### config.mk
export PLATFORM = sky130hd
export DESIGN_NAME = pc_sequencer
export DESIGN_NICKNAME = d
export VERILOG_FILES = /design/src/rtl/pc_seq_pkg.sv /design/src/rtl/pc_redirect_mux.sv /design/src/rtl/pc_sequencer.sv
export SDC_FILE = /design/constraint.sdc
export NUM_CORES = 1
export LEC_CHECK = 0
export CAP_MARGIN = 20
export CORE_MARGIN = 5
export CORE_UTILIZATION = 44
export CTS_CLUSTER_DIAMETER = 150
export DETAILED_ROUTE_END_ITERATION = 6
export PLACE_DENSITY = 0.77
export SLEW_MARGIN = 20
export SYNTH_ARGS = -nofsm -noshare
export SYNTH_HDL_FRONTEND = slang
export SYNTH_SLANG_ARGS = --single-unit
export TNS_END_PERCENT = 1
### constraint.sdc
create_clock -name clk -period 2.1 [get_ports clk]
set_input_delay 0.42 -clock clk [delete_from_list [all_inputs] [get_ports clk]]
set_output_delay 0.42 -clock clk [all_outputs]
set_load 0.005 [all_outputs]
### src/rtl/pc_seq_pkg.sv
// rtl/pc_seq_pkg.sv - shared types and defaults for the fetch PC sequencer
package pc_seq_pkg;

  typedef enum logic [1:0] {
    BOOT   = 2'd0,
    REQ    = 2'd1,
    SQUASH = 2'd2,
    IDLE   = 2'd3
  } state_e;

  typedef enum logic [1:0] {
    SRC_NONE = 2'd0,
    SRC_EXC  = 2'd1,
    SRC_BR   = 2'd2,
    SRC_JMP  = 2'd3
  } redir_src_e;

  localparam logic [31:0] DEFAULT_RESET_PC   = 32'h0000_0000;
  localparam logic [31:0] DEFAULT_EXC_VECTOR = 32'h0000_0040;

  function automatic redir_src_e pick_src(input logic exc, input logic br_taken, input logic jmp);
    if (exc)           return SRC_EXC;
    else if (br_taken) return SRC_BR;
    else if (jmp)      return SRC_JMP;
    else               return SRC_NONE;
  endfunction

endpackage

### src/rtl/pc_redirect_mux.sv
// rtl/pc_redirect_mux.sv - priority select of the redirect target (exc > branch > jump)
module pc_redirect_mux
  import pc_seq_pkg::*;
#(
  parameter int                ADDR_W     = 32,
  parameter logic [ADDR_W-1:0] EXC_VECTOR = ADDR_W'(DEFAULT_EXC_VECTOR)
) (
  input  logic              exc,
  input  logic              br_taken,
  input  logic [ADDR_W-1:0] br_target,
  input  logic              jmp,
  input  logic [ADDR_W-1:0] jmp_target,
  output logic              redirect_valid,
  output logic [ADDR_W-1:0] redirect_addr
);

  redir_src_e src;

  always_comb begin
    src            = pick_src(exc, br_taken, jmp);
    redirect_valid = (src != SRC_NONE);
    case (src)
      SRC_EXC: redirect_addr = EXC_VECTOR;
      SRC_BR:  redirect_addr = br_target;
      SRC_JMP: redirect_addr = jmp_target;
      default: redirect_addr = '0;
    endcase
  end

endmodule

### src/rtl/pc_sequencer.sv
// rtl/pc_sequencer.sv - program counter owner and instruction fetch sequencer
module pc_sequencer
  import pc_seq_pkg::*;
#(
  parameter int                ADDR_W     = 32,
  parameter logic [ADDR_W-1:0] RESET_PC   = ADDR_W'(DEFAULT_RESET_PC),
  parameter logic [ADDR_W-1:0] EXC_VECTOR = ADDR_W'(DEFAULT_EXC_VECTOR)
) (
  input  logic              clk,
  input  logic              reset,
  input  logic              stall,
  input  logic              exc,
  input  logic              br_taken,
  input  logic [ADDR_W-1:0] br_target,
  input  logic              jmp,
  input  logic [ADDR_W-1:0] jmp_target,
  input  logic              imem_ack,
  output logic              imem_req,
  output logic [ADDR_W-1:0] imem_addr,
  output logic [ADDR_W-1:0] pc,
  output logic              inst_valid,
  output logic [ADDR_W-1:0] inst_pc
);

  state_e            state;
  logic              pend_valid;
  logic [ADDR_W-1:0] pend_addr;
  logic              redirect_valid;
  logic [ADDR_W-1:0] redirect_addr;
  logic [ADDR_W-1:0] pc_inc;
  logic [ADDR_W-1:0] fetch_next;
  logic [ADDR_W-1:0] squash_next;
  logic [ADDR_W-1:0] idle_next;

  pc_redirect_mux #(
    .ADDR_W     (ADDR_W),
    .EXC_VECTOR (EXC_VECTOR)
  ) u_redirect_mux (
    .exc            (exc),
    .br_taken       (br_taken),
    .br_target      (br_target),
    .jmp            (jmp),
    .jmp_target     (jmp_target),
    .redirect_valid (redirect_valid),
    .redirect_addr  (redirect_addr)
  );

  // A redirect arriving on the same edge as the ack is newer than anything pending.
  always_comb begin
    pc_inc      = pc + ADDR_W'(1);
    fetch_next  = redirect_valid ? redirect_addr : pc_inc;
    squash_next = redirect_valid ? redirect_addr : (pend_valid ? pend_addr : pc_inc);
    idle_next   = redirect_valid ? redirect_addr : pc;
  end

  always_ff @(posedge clk) begin
    if (reset) begin
      state      <= BOOT;
      pc         <= RESET_PC;
      imem_req   <= 1'b0;
      imem_addr  <= RESET_PC;
      inst_valid <= 1'b0;
      inst_pc    <= '0;
      pend_valid <= 1'b0;
      pend_addr  <= '0;
    end else begin
      inst_valid <= 1'b0;
      case (state)
        BOOT, IDLE: begin
          pc        <= idle_next;
          imem_addr <= idle_next;
          imem_req  <= !stall;
          state     <= stall ? IDLE : REQ;
        end
        REQ: begin
          if (imem_ack) begin
            if (!redirect_valid) begin
              inst_valid <= 1'b1;
              inst_pc    <= pc;
            end
            pc        <= fetch_next;
            imem_addr <= fetch_next;
            imem_req  <= !stall;
            state     <= stall ? IDLE : REQ;
          end else if (redirect_valid) begin
            // Request stays on the bus unchanged; its data will be thrown away.
            pend_addr  <= redirect_addr;
            pend_valid <= 1'b1;
            state      <= SQUASH;
          end
        end
        SQUASH: begin
          if (imem_ack) begin
            pc         <= squash_next;
            imem_addr  <= squash_next;
            pend_valid <= 1'b0;
            imem_req   <= !stall;
            state      <= stall ? IDLE : REQ;
          end else if (redirect_valid) begin
            pend_addr <= redirect_addr;
          end
        end
        default: begin
          state    <= BOOT;
          imem_req <= 1'b0;
        end
      endcase
    end
  end

endmodule

# Yosys cells after proc, flatten, opt, wreduce, memory -nomap -nowiden
# Cells that the tools add are included.
[totals]
regBits = 101
in_bits = 71
output_inout_bits = 98
word_cells = 59
[op_classes]
addsub = 1
eq_ne = 13
n_mux = 23
bitwise_logic = 3
reduce_logical = 12
[ops]
columns = ["cell", "n"]
rows = [
  ["32-bit two-way mux", 6],
  ["32-bit one-hot mux with 3 select lines", 2],
  ["32-bit by 1-bit adder with 32-bit output, second input constant", 1],
  ["2-bit two-way mux", 7],
  ["2-bit != test, second input constant", 5],
  ["3-bit AND reduction", 3],
  ["2-bit == test, second input constant", 4],
  ["2-bit one-hot mux with 3 select lines", 1],
  ["1-bit two-way mux", 5],
  ["2-bit by 1-bit == test with 1-bit output, second input constant", 2],
  ["1-bit one-hot mux with 2 select lines", 2],
  ["4-bit AND reduction", 1],
  ["2-bit nonzero test", 2],
  ["2-bit OR reduction", 2],
  ["3-bit != test, second input constant", 1],
  ["1-bit inverter", 3],
  ["3-bit OR reduction", 1],
  ["2-bit logical NOT", 1],
  ["2-bit by 1-bit != test with 1-bit output, second input constant", 1],
  ["2-bit AND reduction", 1],
  ["1-bit logical NOT", 1],
]

# Longest topological paths before layout
[depth]
ltp_word = 8
mapped_depth = 9
depth_no_buf = 7

# Modules after synthesis
# Synthesis repeated with hierarchy kept, for this count alone.
[hier_totals]
hier_cells = 917
area_unflattened_um2 = 6495.0
[by_module_without_submodules]
columns = ["mod", "n_inst", "cells_each", "area_per_inst_um2", "seq_area_each_um2"]
rows = [
  ["pc_sequencer", 1, 805, 5870.6, 2021.9],
  ["pc_redirect_mux", 1, 112, 624.3, 0.0],
]

# Least setup slack after synthesis
# No wires, ideal clock.
[synth_timing]
kind = "register -> register"
start = "register pc[0]"
end = "register pc[30]"
setup_time_ps = 117
arrival_ps = 2296
t_required_ps = 1983
slack_ps = -314
path_stages_with_launch = 8
n_path_buf = 1
period_less_slack_ps = 2414
path_cell_list = "dfxtp_1 ha_1 nand3_2 or4_1 buf_2 or4_4 a21o_1 a32o_1"
[synth_via]
elab_chain_cells = 5
word_cells_on_any_way = 7
classes_between = "add/sub: 1; mux: 6"
[synth_lines]
columns = ["item", "line_no", "text"]
rows = [
  ["start, declared", "pc_sequencer.sv:20", "output logic [ADDR_W-1:0] pc,"],
  ["start signal, assigned", "pc_sequencer.sv:70", "pc <= idle_next;"],
  ["start signal, assigned", "pc_sequencer.sv:81", "pc <= fetch_next;"],
  ["start signal, assigned", "pc_sequencer.sv:94", "pc <= squash_next;"],
  ["32-bit by 1-bit adder with 32-bit output *", "pc_sequencer.sv:50", "pc_inc = pc + ADDR_W'(1);"],
  ["32-bit two-way mux (2 in series)", "pc_sequencer.sv:52", "squash_next = redirect_valid ? redirect_addr : (pend_valid ? pend_addr : pc_inc);"],
  ["32-bit two-way mux", "pc_sequencer.sv:93", "if (imem_ack) begin"],
  ["32-bit one-hot mux with 3 select lines *", "pc_sequencer.sv:68", "case (state)"],
]
# Mark *: on every way between the ends. The rest lies on a longest branch, timed or not. The select of a mux whose other input is x is not followed.
# A chain may end at the register's enable or synchronous reset.

# Final worst setup path
[layout_timing]
start = "register pc[9]"
end = "register pc[30]"
# The elaborated chain is that of the path after synthesis.

==> out/metrics.cfg <==
[clocking]
cts-root-buf = clkbuf_16
clkLatencyLatePin_ps = 340
cts_sinks = 101
cts_tree = yes
ctsHtreeMaxLevel = 3
cts_hold_buf = 0
cts_buffers = 9
cts_buffer_depth = 2
clk_pin_slew_ps = 70

[drt]
drc = 0
antenna_left = 0
vias = 6957
wl_mm = 21.12
drt_iter0_markers = 852
viasPerCell = 6.023
routedWlPerCell_um = 18.29
firstDrtPassIters = 6

[sta]
finalHoldViolCount = 0
relSlewSlack_pct = 67.61
fin_setup_tns_ps = -31.73
period_share_pct = 101.5
worst_slew_pin_slew_ps = 485.8
setup_viol = 2
grt_setup_unrepaired = yes
period_needed_ps = 2131
clock.fmax_mhz = 469.2
finClkSkew_ps = 5.934
setup_slack_ps = -31.23
maxSlewViolCount = 0

[power_and_ir_drop]
power_leakage_nw = 3.114
vdd_drop_max_uv = 361.4
power.density_nw_per_um2 = 595.1
finalPower_mw = 5.156

[floorplan]
rows = 42
num_io_pins = 169
dieArea_um2 = 15860
die_h_um = 125.9
initial_core_util_pct = 44.84
core_um2 = 13190
dieWidth_um = 125.9

[placement]
port_buffers = 168
pre_cts_ws_ps = -306.1
place_congestion = 0.9749
dp_hpwl_mm = 15.73

[synthesis]
syn_area_um2 = 5914
ys_ff_latch = 101
syn_avg_cell_area_um2 = 7.563
synth_edf_count = 0
synth_nets = 856
ys.flop_type = dfxtp_1
yosysUniqueCellTypes = 60
yosysWarnings = 0
async_flop_share_pct = 0
ys_seq_area_share_pct = 34.19
synth_cells = 782

[worst_setup_path]
rrSetupSlack_ps = -30
end_kind = register
crit_path_top_delay_cell = or4_4
cpMostUsedCell = or4_4
crit_type = reg2reg
cp_slowest_stage_delay_ps = 580
cp-start-kind = register
worstPathCellList = nand4_2 > or4_4 > buf_6 > or4_4 > a21o_1 > a32o_1
arrival_ps = 2370
cp_max_fo = 5
crit_required_ps = 2340

[global_route]
grt_pass1_wl_mm = 32.99
antenna_found_initial = 0
grt_overflow_total = 0
grt.total_usage_pct = 25.02
grt_pass1_vias = 6234
grt_max_degree = 39

[min_path]
hp-class = reg2reg

[final_layout]
n_antenna_cell = 0
area_delta_synth_final_pct = 46.50
final_layout_size_suffix_gt1_share_pct = 17.06
final_nets = 1049

[run_status]
violations = negative setup slack
outcome = finished, violations left

[flow_run]
drv_cap = 0

[worst max-delay path, delay by kind of cell (launching register included)]
family | cells | cell delay, ps
AOI/OAI and AO/OA | 2 | 380
buffers and inverters | 1 | 160
DFF | 1 | 350
and+or+nand+nor | 3 | 1130
[cells in the mapped netlist (5+ instances only)]
master     count  area share (%)
dfxtp_1      101              34
nand2_1       90             5.7
clkbuf_1      66             4.2
nor2_1        65             4.1
a21oi_1       63             5.3
nor3_1        42             3.6
a221oi_1      32             4.7
buf_4         32             4.1
o21ai_0       28             2.4
o22ai_1       23             2.4
nand3_1       22             1.9
a22oi_1       19             2.4
nor4_1        15             1.6
inv_1         14            0.89
o211ai_1      14             1.8
a2111oi_0     11             1.6
a211oi_1       9             1.1
o31a_1         8             1.2
a21o_1         7            0.89
a31oi_1        7            0.74
nand4_1        7            0.74
and2_1         6            0.63
and3_1         6            0.63
buf_2          6            0.51
o31ai_1        6            0.76
or3_1          5            0.53
xor2_1         5            0.74
[cell families (layout without fill, tap and decap cells)]
| group | after synthesis | count (layout) | synth area share, % |
|---|---|---|---|
| flops | 101 | 101 | 34.19 |
| mux | 3 | 3 | 0.5077 |
| simple gates | 283 | 283 | 22.89 |
| buf+inv | 121 | 318 | 9.837 |
| xor+xnor | 9 | 9 | 1.333 |
| compound gates | 262 | 262 | 30.61 |
| fa+ha+maj | 3 | 3 | 0.6347 |
[layout make-up]
cell class | count | area, um^2
clock buffers | 14 | 254.0
well taps | 176 | 220.2
inverters | 14 | 52.55
flip-flops and latches | 101 | 2037
multi-input cells | 560 | 3416
fillers | 1133 | 4526
repair buffers | 289 | 2678
clock inverters | 1 | 7.507
[registers in the layout (all words and copies together) (netlist names)]
name,cells
inst_valid,1
state,2
imem_req,1
pend_valid,1
inst_pc,32
pend_addr,32
pc,32
[power breakdown]
group,total [mW],switching [mW],internal [mW],leakage [nW]
registers,2.17,0.124,2.04,0.828
clock network,1.54,0.704,0.833,0.123
logic,1.45,0.714,0.739,2.16
total,5.16,1.54,3.61,3.11
[final timing paths]
check             cells past startpoint        start     endpoint
setup reg to reg                      6        pc[9]       pc[30]
hold / removal                        2  inst_pc[18]  inst_pc[18]
setup / recovery                      6        pc[9]       pc[30]
hold reg to reg                       2  inst_pc[18]  inst_pc[18]
[stage by stage]
| stage | hold WS [ps] | cells | util, % | instance area, um^2 |
|---|---|---|---|---|
| floorplan | 441.0 | 782 | - | 5954 |
| global placement | 440.4 | 1138 | 63.00 | 8309 |
| detailed placement | 445.5 | 1138 | 63.00 | 8309 |
| CTS | 454.5 | 1155 | 65.30 | 8613 |
| global route | 475.1 | 1155 | 65.69 | 8665 |
| finish | 451.8 | 1155 | 65.69 | 8665 |
[metal layers]
layer / share of wire [%] / GRT usage [%]
met5: 0 / 0
met3: 11 / 5.843
met2: 44 / 37.40
met4: 1.4 / 6.309
met1: 44 / 36.40
[cell usage in the layout (no fill, tap or decap), types with 4 or more instances in the layout]
cell type	n
o21a_1	4
or3_1	5
o211ai_1	14
and4_1	4
clkbuf_16	9
and2_1	6
clkbuf_1	4
a211oi_1	9
and3_1	6
o22ai_1	23
a211o_1	4
a221oi_1	32
a21o_1	7
a22oi_1	19
buf_12	7
nor2_1	65
a2111oi_2	5
nand4_1	7
nand3_1	22
o31a_1	8
xnor2_1	4
nor4_1	15
dfxtp_2	6
clkdlybuf4s50_1	167
o21ai_0	25
buf_4	111
nand2_1	90
inv_1	14
nor3_1	40
a31oi_1	7
xor2_1	5
dfxtp_1	93
o31ai_1	5
a21oi_1	63
[what timing repair did]
action,4_1_cts,5_1_grt
gates cloned,1,0
gates resized for setup,11,17
setup buffers,1,0
setup endpoints to repair,8,38
pin swaps,1,2
Power figures use the tool's default switching activity.
